### src/rtl/control_prog_pkg.sv
// control_prog_pkg: widths, opcode encodings and program word type for the control_prog processor.
package control_prog_pkg;
   localparam int CP_DW = 4;
   localparam int CP_AW = 4;
   localparam logic [3:0] OP_ADD = 4'h0;
   localparam logic [3:0] OP_SUB = 4'h1;
   localparam logic [3:0] OP_AND = 4'h2;
   localparam logic [3:0] OP_OR  = 4'h3;
   localparam logic [3:0] OP_STA = 4'h4;
   localparam logic [3:0] OP_LDA = 4'h5;
   localparam logic [3:0] OP_LDI = 4'h6;
   localparam logic [3:0] OP_OUT = 4'h7;
   localparam logic [3:0] OP_MOV = 4'h8;
   localparam logic [3:0] OP_JMP = 4'h9;
   localparam logic [3:0] OP_JZ  = 4'hA;
   localparam logic [3:0] OP_JC  = 4'hB;
   localparam logic [3:0] OP_IN  = 4'hC;
   localparam logic [3:0] OP_XOR = 4'hD;
   localparam logic [3:0] OP_NOT = 4'hE;
   localparam logic [3:0] OP_NOP = 4'hF;
   typedef logic [CP_DW+3:0] word_t;
endpackage

### src/rtl/control_prog_alu.sv
// control_prog_alu: arithmetic/logic unit; carry doubles as borrow for SUB.
module control_prog_alu
   import control_prog_pkg::*;
(
   input  logic [3:0]       op,
   input  logic [CP_DW-1:0] a,
   input  logic [CP_DW-1:0] b,
   output logic [CP_DW-1:0] result,
   output logic             carry,
   output logic             zero
);
   logic [CP_DW:0] sum;
   logic [CP_DW:0] diff;
   always_comb begin
      sum    = {1'b0, a} + {1'b0, b};
      diff   = {1'b0, a} - {1'b0, b};
      result = op == OP_ADD ? sum[CP_DW-1:0] :
               op == OP_SUB ? diff[CP_DW-1:0] :
               op == OP_AND ? a & b :
               op == OP_OR  ? a | b :
               op == OP_XOR ? a ^ b : ~a;
      carry  = op == OP_SUB ? diff[CP_DW] : sum[CP_DW];
      zero   = result == '0;
   end
endmodule

### src/rtl/control_prog.sv
// control_prog: 4-bit stored-program processor with program/data RAM, A, B, PC and Z/C flags.
// Define CTRL_PROG_HALT_EN to make opcode 1111 a HALT instead of NOP.
module control_prog
   import control_prog_pkg::*;
(
   input  logic             clk,
   input  logic             PC_reset_n,
   input  logic             mem_write,
   input  logic [3:0]       instr,
   input  logic [CP_DW-1:0] portin,
   output logic [CP_DW-1:0] portout
);
   word_t            prog [2**CP_AW];
   logic [CP_DW-1:0] dmem [2**CP_AW];
   logic [CP_AW-1:0] pc_q, pc_d;
   logic [CP_DW-1:0] a_q, a_d, b_q, b_d, portout_q, portout_d;
   logic             z_q, z_d, c_q, c_d;
   word_t            word;
   logic [3:0]       op;
   logic [CP_DW-1:0] k;
   logic [CP_DW-1:0] alu_res;
   logic             alu_c, alu_z, run;

   assign word    = prog[pc_q];
   assign op      = word[CP_DW+3:CP_DW];
   assign k       = word[CP_DW-1:0];
   assign portout = portout_q;

   control_prog_alu u_alu (
      .op     (op),
      .a      (a_q),
      .b      (b_q),
      .result (alu_res),
      .carry  (alu_c),
      .zero   (alu_z)
   );

`ifdef CTRL_PROG_HALT_EN
   logic halt_q, halt_d;
   assign run    = !mem_write && !halt_q;
   assign halt_d = halt_q || (run && op == OP_NOP);
   always_ff @(posedge clk or negedge PC_reset_n)
      if (!PC_reset_n) halt_q <= 1'b0;
      else             halt_q <= halt_d;
`else
   assign run = !mem_write;
`endif

   always_comb begin
      pc_d      = pc_q;
      a_d       = a_q;
      b_d       = b_q;
      z_d       = z_q;
      c_d       = c_q;
      portout_d = portout_q;
      if (mem_write) pc_d = pc_q + 1'b1;
      else if (run) begin
         pc_d = pc_q + 1'b1;
         case (op)
            OP_ADD, OP_SUB: begin a_d = alu_res; z_d = alu_z; c_d = alu_c; end
            OP_AND, OP_OR, OP_XOR, OP_NOT: begin a_d = alu_res; z_d = alu_z; end
            OP_LDA: begin a_d = dmem[k]; z_d = dmem[k] == '0; end
            OP_LDI: begin a_d = k; z_d = k == '0; end
            OP_IN:  begin a_d = portin; z_d = portin == '0; end
            OP_OUT: portout_d = a_q;
            OP_MOV: b_d = a_q;
            OP_JMP: pc_d = k;
            OP_JZ:  pc_d = z_q ? k : pc_q + 1'b1;
            OP_JC:  pc_d = c_q ? k : pc_q + 1'b1;
`ifdef CTRL_PROG_HALT_EN
            OP_NOP: pc_d = pc_q;
`endif
            default: ;
         endcase
      end
   end

   always_ff @(posedge clk or negedge PC_reset_n)
      if (!PC_reset_n) begin
         pc_q      <= '0;
         a_q       <= '0;
         b_q       <= '0;
         z_q       <= 1'b0;
         c_q       <= 1'b0;
         portout_q <= '0;
      end else begin
         pc_q      <= pc_d;
         a_q       <= a_d;
         b_q       <= b_d;
         z_q       <= z_d;
         c_q       <= c_d;
         portout_q <= portout_d;
      end

   // RAMs are never cleared; gating on PC_reset_n drops writes while reset is held
   always_ff @(posedge clk) begin
      if (PC_reset_n && mem_write) prog[pc_q] <= {instr, portin};
      if (PC_reset_n && run && op == OP_STA) dmem[k] <= a_q;
   end
endmodule

### config.mk
export PLATFORM = sky130hd
export DESIGN_NAME = control_prog
export DESIGN_NICKNAME = d
export VERILOG_FILES = /design/src/rtl/control_prog_pkg.sv /design/src/rtl/control_prog_alu.sv /design/src/rtl/control_prog.sv
export SDC_FILE = /design/constraint.sdc
export NUM_CORES = 1
export LEC_CHECK = 0
export ABC_AREA = 1
export CAP_MARGIN = 5
export CORE_ASPECT_RATIO = 1.2
export CORE_MARGIN = 2
export CORE_UTILIZATION = 54
export DETAILED_ROUTE_END_ITERATION = 8
export DONT_BUFFER_PORTS = 1
export PLACE_DENSITY_LB_ADDON = 0.15
export SLEW_MARGIN = 40
export SYNTH_ARGS = -nofsm -noshare
export SYNTH_HDL_FRONTEND = slang
export SYNTH_HIERARCHICAL = 1
export SYNTH_SLANG_ARGS = --single-unit
export TNS_END_PERCENT = 10
### constraint.sdc
create_clock -name clk -period 3.7 [get_ports clk]
set_clock_uncertainty 0.1 [all_clocks]
set_input_delay 0.74 -clock clk [delete_from_list [all_inputs] [get_ports clk]]
set_output_delay 0.74 -clock clk [all_outputs]
set_load 0.02 [all_outputs]
### Yosys cells after proc, flatten, opt, wreduce, memory -nomap -nowiden

Memories as Yosys holds them, arrays and structs flattened.
Index checks and enable logic that the tools add are counted.

* RAM bits: 192
* output and inout port bits: 4
* register bits after elaboration: 18
* memories kept: 2

* multiplexer cells: 16
* eq/ne operators: 14
* bitwise gates (word level): 5
* reductions and logical operators: 16
* add/sub/neg operators: 3

Memories
* prog: depth 16, width 8, rd ports 1, clocked after memory_dff 0, wr ports 1, RTL line control_prog.sv:13 `word_t prog [2**CP_AW];`
* dmem: depth 16, width 4, rd ports 1, clocked after memory_dff 0, wr ports 1, RTL line control_prog.sv:14 `logic [CP_DW-1:0] dmem [2**CP_AW];`

Operators with widths (count)
* $mux 4: 8
* $eq 4x4->1 const B: 7
* $logic_not 4->1: 5
* $eq 4x3->1 const B: 4
* $pmux 4 s4: 1
* $pmux 4 s3: 1
* $eq 4x2->1 const B: 2
* $reduce_and 2->1: 4
* $reduce_or 6->1: 1
* $add 4x4->5: 1
* $mux 1: 5
* $sub 4x4->5: 1
* $add 4x1->4 const B: 1
* $and 4x4->4: 1
* $eq 4x1->1 const B: 1
* $not 4->4: 1
* $or 4x4->4: 1
* $pmux 1 s4: 1
* $reduce_bool 4->1: 1
* $xor 4x4->4: 1
* $logic_and 1x1->1: 3
* $reduce_or 2->1: 1
* $logic_not 1->1: 1
* $not 1->1: 1

### Logic depth before layout (Yosys ltp)

An unclocked memory read counts as a cell.

* word-level depth: 9
* gate-level depth with buffers: 26
* depth with buffers taken out: 24

### By module

The synthesis kept the hierarchy.

By module, submodules not included
* control_prog: instances 1, area an instance 9158.8 µm², cells an instance 855, seq. area each 6216.0 µm²
* control_prog_alu: instances 1, area an instance 678.2 µm², cells an instance 123, seq. area each 0.0 µm²

### Worst setup path before layout

OpenSTA, ideal clock, no wires.

* path type: register to register
* start: register pc_q[0]
* end: memory dmem[0][0], enable pin
* required time: 3.271 ns
* period minus slack after synthesis: 2.499 ns
* buffers on the path: 2
* path slack: 1.201 ns
* stages on the path, launching flop included: 16
* arrival time: 2.069 ns
* cells stage by stage: dfrtp_1 -> buf_6 -> buf_6 -> nor2_1 -> nor2_1 -> o21ai_1 -> o21ai_0 -> nand2_1 -> nand2_1 -> inv_1 -> nand2_2 -> nor2_1 -> nand2_1 -> nor2_1 -> nand2_1 -> nor2_1

* cells in the longest elaborated chain, start to end: 5

RTL lines
* start: declaration: RTL line control_prog.sv:15 `logic [CP_AW-1:0] pc_q, pc_d;`
* start signal: assignment: RTL line control_prog.sv:87 `pc_q <= pc_d;`
* $mem_v2 16x8
* named net word[5]: RTL line control_prog.sv:18 `word_t word;`
* $eq 4x3->1: RTL line control_prog.sv:98 `if (PC_reset_n && run && op == OP_STA) dmem[k] <= a_q;`
* $logic_and 1x1->1: RTL line control_prog.sv:98
* $mux 1: RTL line control_prog.sv:98
* $mux 1 (not written as such): RTL line control_prog.sv:98
* end: declaration: RTL line control_prog.sv:14

The timed path passes the listed nets, and every way through them passes these cells.

### Final worst setup path

* start: register pc_q[0]
* end: memory dmem[15][3], enable pin

The elaborated chain is that of the path after synthesis.

==> impl_metrics.csv <==
group,metric,value,unit
sta,setup_tns,0,ns
critical_path,path_common_cell,"nand2_1",
final_layout,drive_above_1_share,10.72,%
critical_path,end_kind,"flip-flop",
global_route,grt_pass1_vias,6527,
final_layout,nFillCells,1522,
critical_path,start_kind,"flip-flop",
critical_path,worstPathArrival,3.21,ns
floorplan,dieArea,19320,um2
clock_network,postCtsSetupBuffers,0,
pwr,p_sw,0.004722,W
clock_network,clk_latency,0.50,ns
route,num_vias,6638,
pwr,p_leak,4.257,nW
clock_network,cts_resized,0,
pwr,seq_power_share,29.3,%
yosys,synth-adder-area-share,2.442,%
final_layout,syn2layout_area_growth,8.751,%
clock_network,htreeDepth,1,
sta,rsz0062_at_grt,"no",
pwr,comb_power_share,50.0,%
sta,hold_ws,0.07178,ns
clock_network,ctsHoldBuffers,1,
route,drc,0,
place,gp_congestion,0.8922,
final_layout,multi_input_area,3059,um2
yosys,synthMuxAreaShare,0.1018,%
clock_network,clock-sinks,210,
sta,timing.final.ws_setup,0.5565,ns
place,placedCellCount,1181,
clock_network,clockBufferDepth,3,
sta,period_share,84.96,%
floorplan,start_util,54.53,%
sta,hold_viol_final,0,
yosys,synthTopCellsByArea,"edfxtp_1, nand2_1, nor2_1, dfrtp_1, o21ai_0",
route,ant_nets,0,
critical_path,path_max_fanout,34,
sta,relSlewSlack,45.75,%
final_layout,antenna_cells,0,
route,routed_wl,21.72,mm
place,io_buffers,0,
yosys,yosys.cell_count.top_type,"nand2_1",
yosys,yosys.area_share.simple,20.55,%
route,wl_per_cell,17.78,um
yosys,synth_compound_area_share,7.517,%
yosys,synth_top_family_by_area,"simple AND/OR/NAND/NOR gates",
outcome,status,"finished clean",
critical_path,cp_data_required_time,3.77,ns
global_route,grt_use_total,22.76,%
global_route,grt_max_degree,48,
route,dr.pass1.iters,5,
yosys,syn-cell-area,9837,um2
critical_path,r2r-start,"pc_q[0]",
clock_network,root_buffer,"clkbuf_16",
pwr,powerDensity,975.3,nW/um2
global_route,grt_pass1_wl,34.39,mm
clock_network,cts_tree,"done",
place,dp_hpwl,14.10,mm
floorplan,rows,54,
sta,timing.final.crit_period,3.143,ns
yosys,postSynthAreaPerCell,10.06,um2
sta,final_max_slew_viol_count,0,
place,dpl_worst_slack,0.6062,ns
yosys,ys.flop_type,"edfxtp_1",
final_layout,fin_util,59.30,%
floorplan,io_pins,15,
yosys,synthXorXnorAreaFrac,0.3561,%
pwr,irDropWorstVdd,0.0004602,V
global_route,antenna_found_initial,0,
clock_network,clk_pin_slew,0.07,ns
global_route,grt.overflow.total,0,
critical_path,crit_path_start,"pc_q[0]",
yosys,ys_top_cells_by_count,"nand2_1, edfxtp_1, nor2_1, inv_1, o21ai_0",
pwr,p_clk_share,20.8,%
yosys,synth.largest_area_cell,"edfxtp_1",
job,cap_violations,0,
floorplan,dieWidth,127.2,um
critical_path,max_stage_delay,0.38,ns
yosys,yosysWarnings,6,
final_layout,seq_area,6217,um2
yosys,synth_cell_types,38,
sta,tightest_slew,0.8108,ns
critical_path,worstPathCellList,"inv_2 > buf_12 > o21ai_0 > o21ai_1 > nand2_1 > nand2_1 > inv_1 > nand2_2 > nor2_1 > nand2_1 > nor2_1 > nand2_1 > nor2_1",
critical_path,cpMaxStageDelayCell,"dfrtp_2",
yosys,synth_async_sr_flop_share,8.571,%
yosys,synth_edf_count,192,
min_path,hp-class,"input pin to asynchronous set/reset pin",
final_layout,final_nets,1011,
floorplan,core-area,18040,um2
critical_path,critPathKind,"flip-flop to flip-flop",
final_layout,layout.cells.non_filler,1222,
yosys,synth_seq_area_share,63.19,%
clock_network,numCtsBuffers,22,
sta,clock.fmax,0.3181,GHz
pwr,internal_power,0.005711,W
floorplan,die_h,151.9,um
sta,setup_violations,0,
route,viasPerCell,5.432,
yosys,yosysTopAreaCellShare,58.61,%
pwr,swShare,45.26,%
route,drtIter0Drc,475,
yosys,synth_cells,978,
yosys,ys_ff_latch,210,
yosys,syn_nets,1007,
## worst paths after layout
path                               endpoint  slack [ns]  depth (start not counted)
worst max register to register  dmem[15][3]        0.56                         13
min in group clk                prog[14][7]        0.23                          0
worst min register to register          z_q        0.45                          2
worst max-delay path            dmem[15][3]        0.56                         13
worst min-delay path                pc_q[2]        0.07                          1
max in group asynchronous           pc_q[0]        3.09                          1
## per-stage QoR
step                total power, W  instance area (um2)
global route               0.01122                10700
detailed placement        0.008277                 9955
global placement          0.008271                 9955
floorplan                 0.007162                 9837
finish                     0.01043                10700
CTS                        0.01047                10690
## flip-flops by register name, indices dropped and copies added (netlist names)
signal	flops
dmem	64
z_q	1
a_q	4
b_q	4
prog	128
portout	4
c_q	1
pc_q	4
## per-layer routing
layer	GRT usage (%)	up-vias	wire (um)
met5	0	-	0
met4	8.163	0	609
met3	3.592	47	1183
met2	38.17	187	10660
met1	30.24	3145	9274
li1	-	3259	-
## layout make-up
class,instances,share of cell area [%]
repair buffers,12,0.9357
clock inverters,11,0.9123
clock buffers,29,5.871
well taps,224,2.620
inverters,84,2.947
flip-flops and latches,210,58.12
multi-input cells,652,28.60
## cells in the final DEF, fill, tap and decap left out, types with 16 or more instances in the layout
master,synthesis,routed
inv_1,65,65
o22ai_1,19,19
dfrtp_1,18,17
nor2_1,139,134
clkbuf_16,0,23
o21ai_1,33,33
o21ai_0,55,55
nand2_1,301,301
ha_1,16,16
nand3_1,27,27
inv_2,19,19
edfxtp_1,192,192
## critical path, delay by kind of cell, from the launching register on
kind / cells / cell delay (ns)
flip-flops: 1 / 0.38
AND/OR/NAND/NOR: 8 / 1.52
buffers and inverters: 3 / 0.51
AO/OA/AOI/OAI: 2 / 0.28
## cell families (layout without fill, tap and decap cells)
kind of cell / count (synthesis) / count (layout)
AND/OR/NAND/NOR: 498 / 498
flip-flops: 210 / 210
AO/OA/AOI/OAI: 131 / 131
buffers and inverters: 116 / 136
adder cells (fa/ha/maj): 18 / 18
XOR/XNOR: 4 / 4
multiplexers: 1 / 1
## power by group through the flow
stage	Clock, W	Combinational (W)	Sequential, W
after floorplan	0	0.00407	0.00309
after global placement	0	0.00517	0.00310
after detailed placement	0	0.00518	0.00310
after CTS	0.00219	0.00522	0.00305
after global routing	0.00228	0.00586	0.00307
final	0.00217	0.00521	0.00305
Note: power is estimated with default switching activity, not from simulation.
